--- config.mk ---
export PLATFORM = sky130hd
export DESIGN_NAME = fetch_unit
export DESIGN_NICKNAME = d
export VERILOG_FILES = /design/src/rtl/cpu_pkg.sv /design/src/rtl/fetch_int_seq.sv /design/src/rtl/fetch_unit.sv
export SDC_FILE = /design/constraint.sdc
export NUM_CORES = 1
export LEC_CHECK = 0
export CELL_PAD_IN_SITES_DETAIL_PLACEMENT = 1
export CELL_PAD_IN_SITES_GLOBAL_PLACEMENT = 1
export CORE_ASPECT_RATIO = 0.6
export CORE_MARGIN = 1
export CORE_UTILIZATION = 31
export CTS_CLUSTER_SIZE = 28
export DETAILED_ROUTE_END_ITERATION = 7
export GPL_ROUTABILITY_DRIVEN = 1
export GPL_TIMING_DRIVEN = 0
export PLACE_DENSITY_LB_ADDON = 0.08
export SETUP_SLACK_MARGIN = 0.05
export SYNTH_ARGS = -nofsm -noshare
export SYNTH_HDL_FRONTEND = slang
export SYNTH_HIERARCHICAL = 1
export SYNTH_SLANG_ARGS = --single-unit
--- constraint.sdc ---
create_clock -name clk -period 2.52 [get_ports clk]
set_input_delay 0.252 -clock clk [delete_from_list [all_inputs] [get_ports clk]]
set_output_delay 0.252 -clock clk [all_outputs]
set_load 0.01 [all_outputs]
--- src/rtl/cpu_pkg.sv ---
// Shared fetch-stage definitions: opcode constants, instruction field layout,
// fetch FSM states and the per-cycle action decoded by the interrupt sequencer.
package cpu_pkg;

   localparam int unsigned INST_W = 16;

   localparam logic [4:0] OP_NOP = 5'b00000;
   localparam logic [4:0] OP_HLT = 5'b11111;

   localparam int unsigned OPCODE_MSB = 15;
   localparam int unsigned OPCODE_LSB = 11;
   localparam int unsigned RS_MSB     = 10;
   localparam int unsigned RS_LSB     = 8;
   localparam int unsigned RD_MSB     = 7;
   localparam int unsigned RD_LSB     = 5;
   localparam int unsigned SHMNT_MSB  = 4;
   localparam int unsigned SHMNT_LSB  = 0;

   localparam logic [31:0] DEF_RESET_VECTOR = 32'h0000_0000;
   localparam logic [31:0] DEF_INT_HANDLER  = 32'h0000_0010;

   typedef enum logic [1:0] {
      StRun,
      StInt1,
      StInt2,
      StHalt
   } fetch_state_t;

   // What the fetch stage does this cycle; resolved once so datapath and FSM agree.
   typedef enum logic [2:0] {
      ActFetch,
      ActBubble,
      ActRedirect,
      ActHold,
      ActInt1,
      ActInt2
   } fetch_act_t;

   typedef struct packed {
      logic [4:0] opcode;
      logic [2:0] rs;
      logic [2:0] rd;
      logic [4:0] shmnt;
   } inst_fields_t;

   function automatic inst_fields_t split_inst(input logic [INST_W-1:0] word);
      inst_fields_t f;
      f.opcode = word[OPCODE_MSB:OPCODE_LSB];
      f.rs     = word[RS_MSB:RS_LSB];
      f.rd     = word[RD_MSB:RD_LSB];
      f.shmnt  = word[SHMNT_MSB:SHMNT_LSB];
      return f;
   endfunction

   function automatic inst_fields_t bubble_fields(input logic [4:0] nop_opcode);
      inst_fields_t f;
      f.opcode = nop_opcode;
      f.rs     = '0;
      f.rd     = '0;
      f.shmnt  = '0;
      return f;
   endfunction

endpackage

--- src/rtl/fetch_int_seq.sv ---
// Fetch control FSM: interrupt pending latch, RUN/HALT/INT1/INT2 state and the
// prioritised per-cycle action (redirect > stall > interrupt > normal).
module fetch_int_seq
   import cpu_pkg::*;
(
   input  logic         clk,
   input  logic         rst_n,
   input  logic         stall,
   input  logic         redirect_valid,
   input  logic         int_req,
   input  logic         hlt_fetched,
   output fetch_state_t state,
   output fetch_act_t   act
);

   fetch_state_t state_q, state_d;
   logic         pend_q, pend_d;

   always_comb begin
      act = ActHold;
      unique case (state_q)
         StRun, StHalt: begin
            if (redirect_valid) begin
               act = ActRedirect;
            end else if (stall) begin
               act = ActHold;
            end else if (pend_q) begin
               act = ActInt1;
            end else if (state_q == StRun) begin
               act = ActFetch;
            end else begin
               act = ActBubble;
            end
         end
         // Interrupt entry cannot be aborted by a redirect, only frozen by stall.
         StInt1: act = stall ? ActHold : ActInt2;
         StInt2: act = stall ? ActHold : ActFetch;
      endcase
   end

   always_comb begin
      state_d = state_q;
      case (act)
         ActFetch:    state_d = hlt_fetched ? StHalt : StRun;
         ActBubble:   state_d = StHalt;
         ActRedirect: state_d = StRun;
         ActInt1:     state_d = StInt1;
         ActInt2:     state_d = StInt2;
         default:     state_d = state_q;
      endcase
   end

   // Entering INT1 consumes the request; otherwise any int_req cycle latches it.
   always_comb begin
      pend_d = pend_q | int_req;
      if (act == ActInt1) begin
         pend_d = 1'b0;
      end
   end

   always_ff @(posedge clk or negedge rst_n) begin
      if (!rst_n) begin
         state_q <= StRun;
         pend_q  <= 1'b0;
      end else begin
         state_q <= state_d;
         pend_q  <= pend_d;
      end
   end

   assign state = state_q;

endmodule

--- src/rtl/fetch_unit.sv ---
// Instruction fetch stage: PC register, field split of the fetched word and the
// F/D write-port drive, including redirect flush, halt parking and interrupt slots.
module fetch_unit
   import cpu_pkg::*;
#(
   parameter int unsigned       ADDR_W       = 32,
   parameter logic [ADDR_W-1:0] RESET_VECTOR = ADDR_W'(cpu_pkg::DEF_RESET_VECTOR),
   parameter logic [ADDR_W-1:0] INT_HANDLER  = ADDR_W'(cpu_pkg::DEF_INT_HANDLER),
   parameter logic [4:0]        OP_NOP       = cpu_pkg::OP_NOP,
   parameter logic [4:0]        OP_HLT       = cpu_pkg::OP_HLT
) (
   input  logic              clk,
   input  logic              rst_n,
   output logic [ADDR_W-1:0] imem_addr,
   input  logic [15:0]       imem_data,
   input  logic              stall,
   input  logic              redirect_valid,
   input  logic [ADDR_W-1:0] redirect_addr,
   input  logic              int_req,
   output logic              fd_enable,
   output logic [ADDR_W-1:0] next_inst_addr,
   output logic [4:0]        opcode,
   output logic [2:0]        rs,
   output logic [2:0]        rd,
   output logic [4:0]        shmnt,
   output logic [ADDR_W-1:0] pc,
   output logic              int1,
   output logic              int2
);

   logic [ADDR_W-1:0] pc_q, pc_d;
   logic [ADDR_W-1:0] ret_q, ret_d;
   logic [ADDR_W-1:0] pc_inc;
   fetch_state_t      state;
   fetch_act_t        act;
   inst_fields_t      fetched;
   inst_fields_t      bubble;
   logic              hlt_fetched;

   inst_fields_t      slot;
   logic              slot_fd_en;
   logic [ADDR_W-1:0] slot_pc;
   logic [ADDR_W-1:0] slot_next;
   logic              slot_int1;
   logic              slot_int2;

   assign fetched     = split_inst(imem_data);
   assign bubble      = bubble_fields(OP_NOP);
   assign hlt_fetched = (fetched.opcode == OP_HLT);
   assign pc_inc      = pc_q + ADDR_W'(1);

   fetch_int_seq u_int_seq (
      .clk            (clk),
      .rst_n          (rst_n),
      .stall          (stall),
      .redirect_valid (redirect_valid),
      .int_req        (int_req),
      .hlt_fetched    (hlt_fetched),
      .state          (state),
      .act            (act)
   );

   always_comb begin
      pc_d  = pc_q;
      ret_d = ret_q;
      case (act)
         ActFetch:    pc_d = pc_inc;
         ActRedirect: pc_d = redirect_addr;
         ActInt1:     ret_d = pc_q;
         ActInt2:     pc_d = INT_HANDLER;
         default:     ;
      endcase
   end

   always_ff @(posedge clk or negedge rst_n) begin
      if (!rst_n) begin
         pc_q  <= RESET_VECTOR;
         ret_q <= '0;
      end else begin
         pc_q  <= pc_d;
         ret_q <= ret_d;
      end
   end

   always_comb begin
      slot       = bubble;
      slot_fd_en = 1'b1;
      slot_pc    = pc_q;
      slot_next  = pc_inc;
      slot_int1  = 1'b0;
      slot_int2  = 1'b0;
      case (act)
         ActFetch: slot = fetched;
         ActInt1:  slot_int1 = 1'b1;
         ActInt2: begin
            slot_int2 = 1'b1;
            slot_pc   = ret_q;
            slot_next = INT_HANDLER;
         end
         // Held slot keeps showing what this state would emit, but is not written.
         ActHold: begin
            slot_fd_en = 1'b0;
            if (state == StRun || state == StInt2) begin
               slot = fetched;
            end else if (state == StInt1) begin
               slot_pc   = ret_q;
               slot_next = INT_HANDLER;
            end
         end
         default: ;
      endcase
   end

   // During reset every output is forced low so F/D sees no write.
   always_comb begin
      imem_addr      = '0;
      fd_enable      = 1'b0;
      next_inst_addr = '0;
      opcode         = '0;
      rs             = '0;
      rd             = '0;
      shmnt          = '0;
      pc             = '0;
      int1           = 1'b0;
      int2           = 1'b0;
      if (rst_n) begin
         imem_addr      = pc_q;
         fd_enable      = slot_fd_en;
         next_inst_addr = slot_next;
         opcode         = slot.opcode;
         rs             = slot.rs;
         rd             = slot.rd;
         shmnt          = slot.shmnt;
         pc             = slot_pc;
         int1           = slot_int1;
         int2           = slot_int2;
      end
   end

endmodule

# --- Yosys cells after proc, flatten, opt, wreduce, memory -nomap -nowiden ---
# Index checks and enable logic that the tools add are counted.
word_totals:
  regBits: 67
  input_bits: 53
  output_inout_bits: 115
  word_cells: 53
op_classes:
  n_addsub: 1
  eq_ne: 9
  muxes: 32
  bitwise: 1
  reduce_logical: 6
op_table:
  columns: ["cell", "count"]
  rows:
  - ["32-bit two-way mux", 7]
  - ["32-bit one-hot mux with 2 select lines", 2]
  - ["32-bit one-hot mux with 3 select lines", 1]
  - ["32-bit by 1-bit adder with 32-bit output, second input constant", 1]
  - ["16-bit one-hot mux with 2 select lines", 1]
  - ["3-bit two-way mux", 6]
  - ["16-bit two-way mux", 1]
  - ["5-bit two-way mux", 2]
  - ["2-bit one-hot mux with 5 select lines", 1]
  - ["3-bit one-hot mux with 3 select lines", 1]
  - ["1-bit two-way mux", 8]
  - ["3-bit by 2-bit equality test with 1-bit output, second input constant", 2]
  - ["3-bit equality test, second input constant", 2]
  - ["5-bit equality test, second input constant", 1]
  - ["5-bit nonzero test", 1]
  - ["2-bit equality test, second input constant", 2]
  - ["2-bit two-way mux", 2]
  - ["3-bit by 1-bit equality test with 1-bit output, second input constant", 1]
  - ["3-bit zero test", 1]
  - ["3-bit nonzero test", 1]
  - ["2-bit by 1-bit equality test with 1-bit output, second input constant", 1]
  - ["2-bit zero test", 1]
  - ["2-bit OR reduction", 1]
  - ["1-bit logical OR", 1]
  - ["1-bit bitwise OR", 1]

# --- Logic depth before layout (Yosys ltp) ---
logic_depth:
  word_depth: 9
  mapped_depth: 13
  mapped_depth_nobuf: 10

# --- Modules after synthesis ---
# The synthesis kept the hierarchy.
modules_own_cells:
  columns: ["module", "n_inst", "cells_per_inst", "area_per_inst_um2", "seq_area_each_um2"]
  rows:
  - ["fetch_unit", 1, 652, 5202.5, 1601.5]
  - ["fetch_int_seq", 1, 31, 259.0, 75.1]

# --- Worst setup path after synthesis ---
# Ideal clock, no wire load.
synth_path:
  kind: "flip-flop to output port"
  from: "register u_int_seq.state_q[0], in the netlist u_int_seq/state[0]"
  to: "output port pc[5]"
  arrival_time_ps: 2686
  path_slack_ps: -418
  path_stages_with_launch: 11
  path_buffers: 2
  cell_sequence: "dfrtp_1 -> inv_1 -> ha_1 -> or3b_1 -> a21oi_2 -> buf_2 -> and4bb_2 -> o21ai_2 -> clkbuf_1 -> nand2_1 -> a21boi_0"
synth_between:
  word_cells_on_any_way: 17
  cone_classes: "eq/ne: 5; mux: 9; reduce/logical: 3"
synth_lines:
  columns: ["item", "line", "text"]
  rows:
  - ["from (decl)", "fetch_int_seq.sv:16", "fetch_state_t state_q, state_d;"]
  - ["from (signal assigned)", "fetch_int_seq.sv:63", "state_q <= StRun;"]
  - ["from (signal assigned)", "fetch_int_seq.sv:66", "state_q <= state_d;"]
  - ["2-bit equality test or 2-bit zero test (tied branches)", "fetch_int_seq.sv:21", "unique case (state_q)"]
  - ["2-bit OR reduction", "fetch_int_seq.sv:21", null]
  - ["3-bit one-hot mux with 3 select lines *", "fetch_int_seq.sv:21", null]
  - ["net act[2]", "fetch_unit.sv:35", "fetch_act_t act;"]
  - ["3-bit by 2-bit equality test with 1-bit output or 3-bit equality test (tied branches)", "fetch_unit.sv:92", "case (act)"]
  - ["32-bit one-hot mux with 2 select lines *", "fetch_unit.sv:92", null]
  - ["32-bit two-way mux *", "fetch_unit.sv:126", "if (rst_n) begin"]
  - ["to (decl)", "fetch_unit.sv:26", "output logic [ADDR_W-1:0] pc,"]
# The timed path passes the listed nets; every way through them passes the cells marked *.

# --- Worst setup path after layout ---
layout_path:
  from: "register u_int_seq.state_q[0], in the netlist u_int_seq/state[0]"
  to: "output port next_inst_addr[14]"
layout_between:
  word_cells_on_any_way: 17
  cone_classes: "eq/ne: 5; mux: 9; reduce/logical: 3"
layout_lines:
  columns: ["item", "line", "text"]
  rows:
  - ["2-bit equality test or 2-bit zero test (tied branches)", "fetch_int_seq.sv:21", null]
  - ["2-bit OR reduction", "fetch_int_seq.sv:21", null]
  - ["3-bit one-hot mux with 3 select lines *", "fetch_int_seq.sv:21", null]
  - ["net act[1]", "fetch_unit.sv:35", null]
  - ["3-bit by 2-bit equality test with 1-bit output or 3-bit equality test (tied branches)", "fetch_unit.sv:92", null]
  - ["32-bit one-hot mux with 2 select lines *", "fetch_unit.sv:92", null]
  - ["32-bit two-way mux *", "fetch_unit.sv:126", null]
  - ["to (decl)", "fetch_unit.sv:21", "output logic [ADDR_W-1:0] next_inst_addr,"]
# Marked as above.

==> out/qor.csv <==
metric;value;unit
status;finished, violations left;
violations;negative setup slack;
synthAdderAreaFrac;0.9164;%
synth_warnings;6;
timing.final.crit_period;3362;ps
clock_latency;350;ps
startpoint;u_int_seq/state[0];
timing.critical_path.mode_cell;buf_12;
path_class;reg2out;
antenna_found_initial;0;
synth_simple_gate_area_share;31.48;%
routabilityCongestion;0.9098;
htree_levels;3;
cp_cell_sequence;inv_2 > ha_4 > buf_12 > buf_6 > nor3b_4 > nor2_2 > buf_6 > buf_8 > nor2b_4 > buf_12 > o21ai_4 > buf_12 > nand2_8 > clkbuf_16 > buf_12 > nor2_4 > buf_6;
synth_top_family_by_area;simple AND/OR/NAND/NOR gates;
power;15.10;mW
muxShareOfSynthArea;7.560;%
die_width;173.4;um
syn_area;0.005461;sq mm
fmax;0.2975;GHz
timing.rr.start;u_int_seq/state[0];
die_h;104.8;um
yosys_register_bits;67;
post_drt_wl_per_cell;27.12;um
synth_area_leader_cell;dfrtp_1;
setup_ws;-841.8;ps
io_pins;168;
ys_types;65;
drt-total-wl;32900;um
syn_inst;683;
clk_pin_slew;60;ps
synthFlopType;dfrtp_1;
critPathMaxStageDelay;420;ps
tightest_slew;761.6;ps
area_growth;94.52;%
setup_violations;147;
cts_tree;built;
fin_nets;1033;
required;2270;ps
maxSlewViolCount;0;
max-slew-margin-rel;48.84;%
syn_nets;740;
drc;0;
hold_viol;0;
synth_edf_count;0;
initial_core_util;31.80;%
final_util;61.86;%
gr-total-overflow;0;
routed_via_density;5.780;
fill_cells;1839;
cp_data_arrival_time;3110;ps
placementRows;37;
num_antenna_cells;0;
fin_crit_sh;133.4;%
coreArea;0.01718;sq mm
fin_skew;13.10;ps
first_iter_violations;647;
grt_max_degree;40;
path_delay_family;buffers and inverters;
peakVddDrop;0.0005290;V
cp-end-kind;output pin;
cts_made_buffers;9;
synth-compound-area-share;17.25;%
tns;-80690;ps
synth_area_leaders;dfrtp_1, nand2_1, mux2_2;
rsz0062_at_grt;true;
power_leakage;4.502;nW
cp_slowest_cell;dfrtp_1;
die_area;0.01817;sq mm
clockBufferDepth;2;
ys_seq_area_share;30.70;%
avgSynthCellArea;7.996;sq um
ys_async_sr_fraction;100.0;%
drtPass1Iterations;5;
dr_total_vias;7011;
cp-start-kind;register;
io_buffers;167;
drive_gt1_share;53.83;%
synth_top_area_share;30.70;%
hold_class;in2async;
worst-path-buf-inv;10;
track_usage;31.02;%
pwr_density_cell;1422;mW/mm^2
grt_pass1_vias;6934;
synth-xor-area-share;4.811;%
dp_worst_setup_slack;-1219;ps
cts-root-buf;clkbuf_16;
holdWs;172.7;ps
maxCapViolations;0;
clock-sinks;67;
ant_nets;0;
place_hpwl;17600;um
grt_pass1_wl;42620;um
cp_max_fo;6;
==> cell usage in the layout (no fill, tap or decap), drive strengths merged, types with 9 or more instances in the layout <==
| cell | count |
|---|---|
| clkbuf | 48 |
| nor2 | 60 |
| nand3 | 21 |
| buf | 240 |
| and2 | 53 |
| nand4 | 16 |
| o21ai | 20 |
| nor4 | 9 |
| nand2 | 121 |
| a21oi | 22 |
| and3 | 10 |
| mux2 | 34 |
| o221ai | 11 |
| xnor2 | 14 |
| dfrtp | 67 |
| a21boi | 35 |
| xor2 | 16 |
| nor3 | 11 |
| clkdlybuf4s50 | 83 |
==> power breakdown <==
part           switching, mW  internal [mW]
logic                   6.18           5.60
clock network          0.531          0.709
registers              0.430           1.65
total                   7.14           7.96
==> what timing repair did <==
item                       4_1_cts  5_1_grt
gates resized for setup        590      198
setup buffers                   74       38
hold buffers                     2        0
hold endpoints to repair        32        0
setup endpoints to repair      157      179
pin swaps                       86       59
cloned                          11        4
==> flip-flops by register name, indices dropped and copies added (netlist names) <==
| signal | count |
|---|---|
| ret_q | 32 |
| u_int_seq/state | 2 |
| pc_q | 32 |
| u_int_seq/pend_q | 1 |
==> kinds of logic after synthesis <==
family | count (synthesis)
simple gates | 325
compound gates | 134
buf+inv | 86
flops | 67
mux | 37
xor+xnor | 30
fa+ha+maj | 4
==> cell usage after synthesis, drive strengths merged (4+ instances only) <==
| library cell | instances |
|---|---|
| and3 | 10 |
| nand3 | 21 |
| o21a | 4 |
| xnor2 | 14 |
| clkbuf | 39 |
| ha | 4 |
| dfrtp | 67 |
| and4 | 8 |
| and2 | 53 |
| a21oi | 22 |
| nor4 | 9 |
| nand2 | 121 |
| nor3b | 5 |
| o22ai | 8 |
| a211oi | 4 |
| inv | 9 |
| mux2 | 34 |
| o21ai | 20 |
| a21boi | 35 |
| xor2 | 16 |
| nand4 | 16 |
| o221ai | 11 |
| buf | 38 |
| nor2 | 60 |
| nor3 | 11 |
| a221oi | 6 |
==> area by class of cell <==
cell class,count,area [sq um],area share (%)
Tap cell,234,292.8,2.756
Multi-Input combinational cell,530,4624,43.53
Sequential cell,67,1677,15.78
Clock inverter,2,12.51,0.1178
Clock buffer,12,256.5,2.414
Timing Repair Buffer,288,2972,27.97
Inverter,9,45.04,0.4240
Buffer,71,744.5,7.007
==> final timing paths <==
kind / cells after the start / to / slack, ps
min in group clk: 3 / u_int_seq/pend_q / 500
max reg2reg: 17 / pc_q[25] / -430
max in group asynchronous: 3 / pc_q[29] / 2120
min: 3 / pc_q[5] / 170
min reg2reg: 1 / ret_q[14] / 520
max: 17 / next_inst_addr[14] / -840
==> through the flow <==
stage | instances | instance area, sq um
final | 1213 | 10620
after global routing | 1213 | 10620
after CTS | 1183 | 9654
after detailed placement | 1085 | 7766
after global placement | 1084 | 7749
after floorplan | 683 | 5784
==> worst register-to-register path, delay by kind of cell, from the launching register on <==
| family | cells | cell delay [ps] |
|---|---|---|
| simple gates | 4 | 620 |
| compound gates | 3 | 470 |
| fa+ha+maj | 1 | 300 |
| buf+inv | 9 | 990 |
| flops | 1 | 420 |
==> per-layer routing <==
| layer | part of all wire (%) | vias to the layer above | GRT usage (%) |
|---|---|---|---|
| met3 | 7.6 | 87 | 5.822 |
| met1 | 45 | 3560 | 45.11 |
| met4 | 3.3 | 0 | 9.039 |
| li1 | - | 2960 | - |
| met5 | 0 | - | 0 |
| met2 | 44 | 404 | 46.13 |
Note: power is estimated with default switching activity, not from simulation.
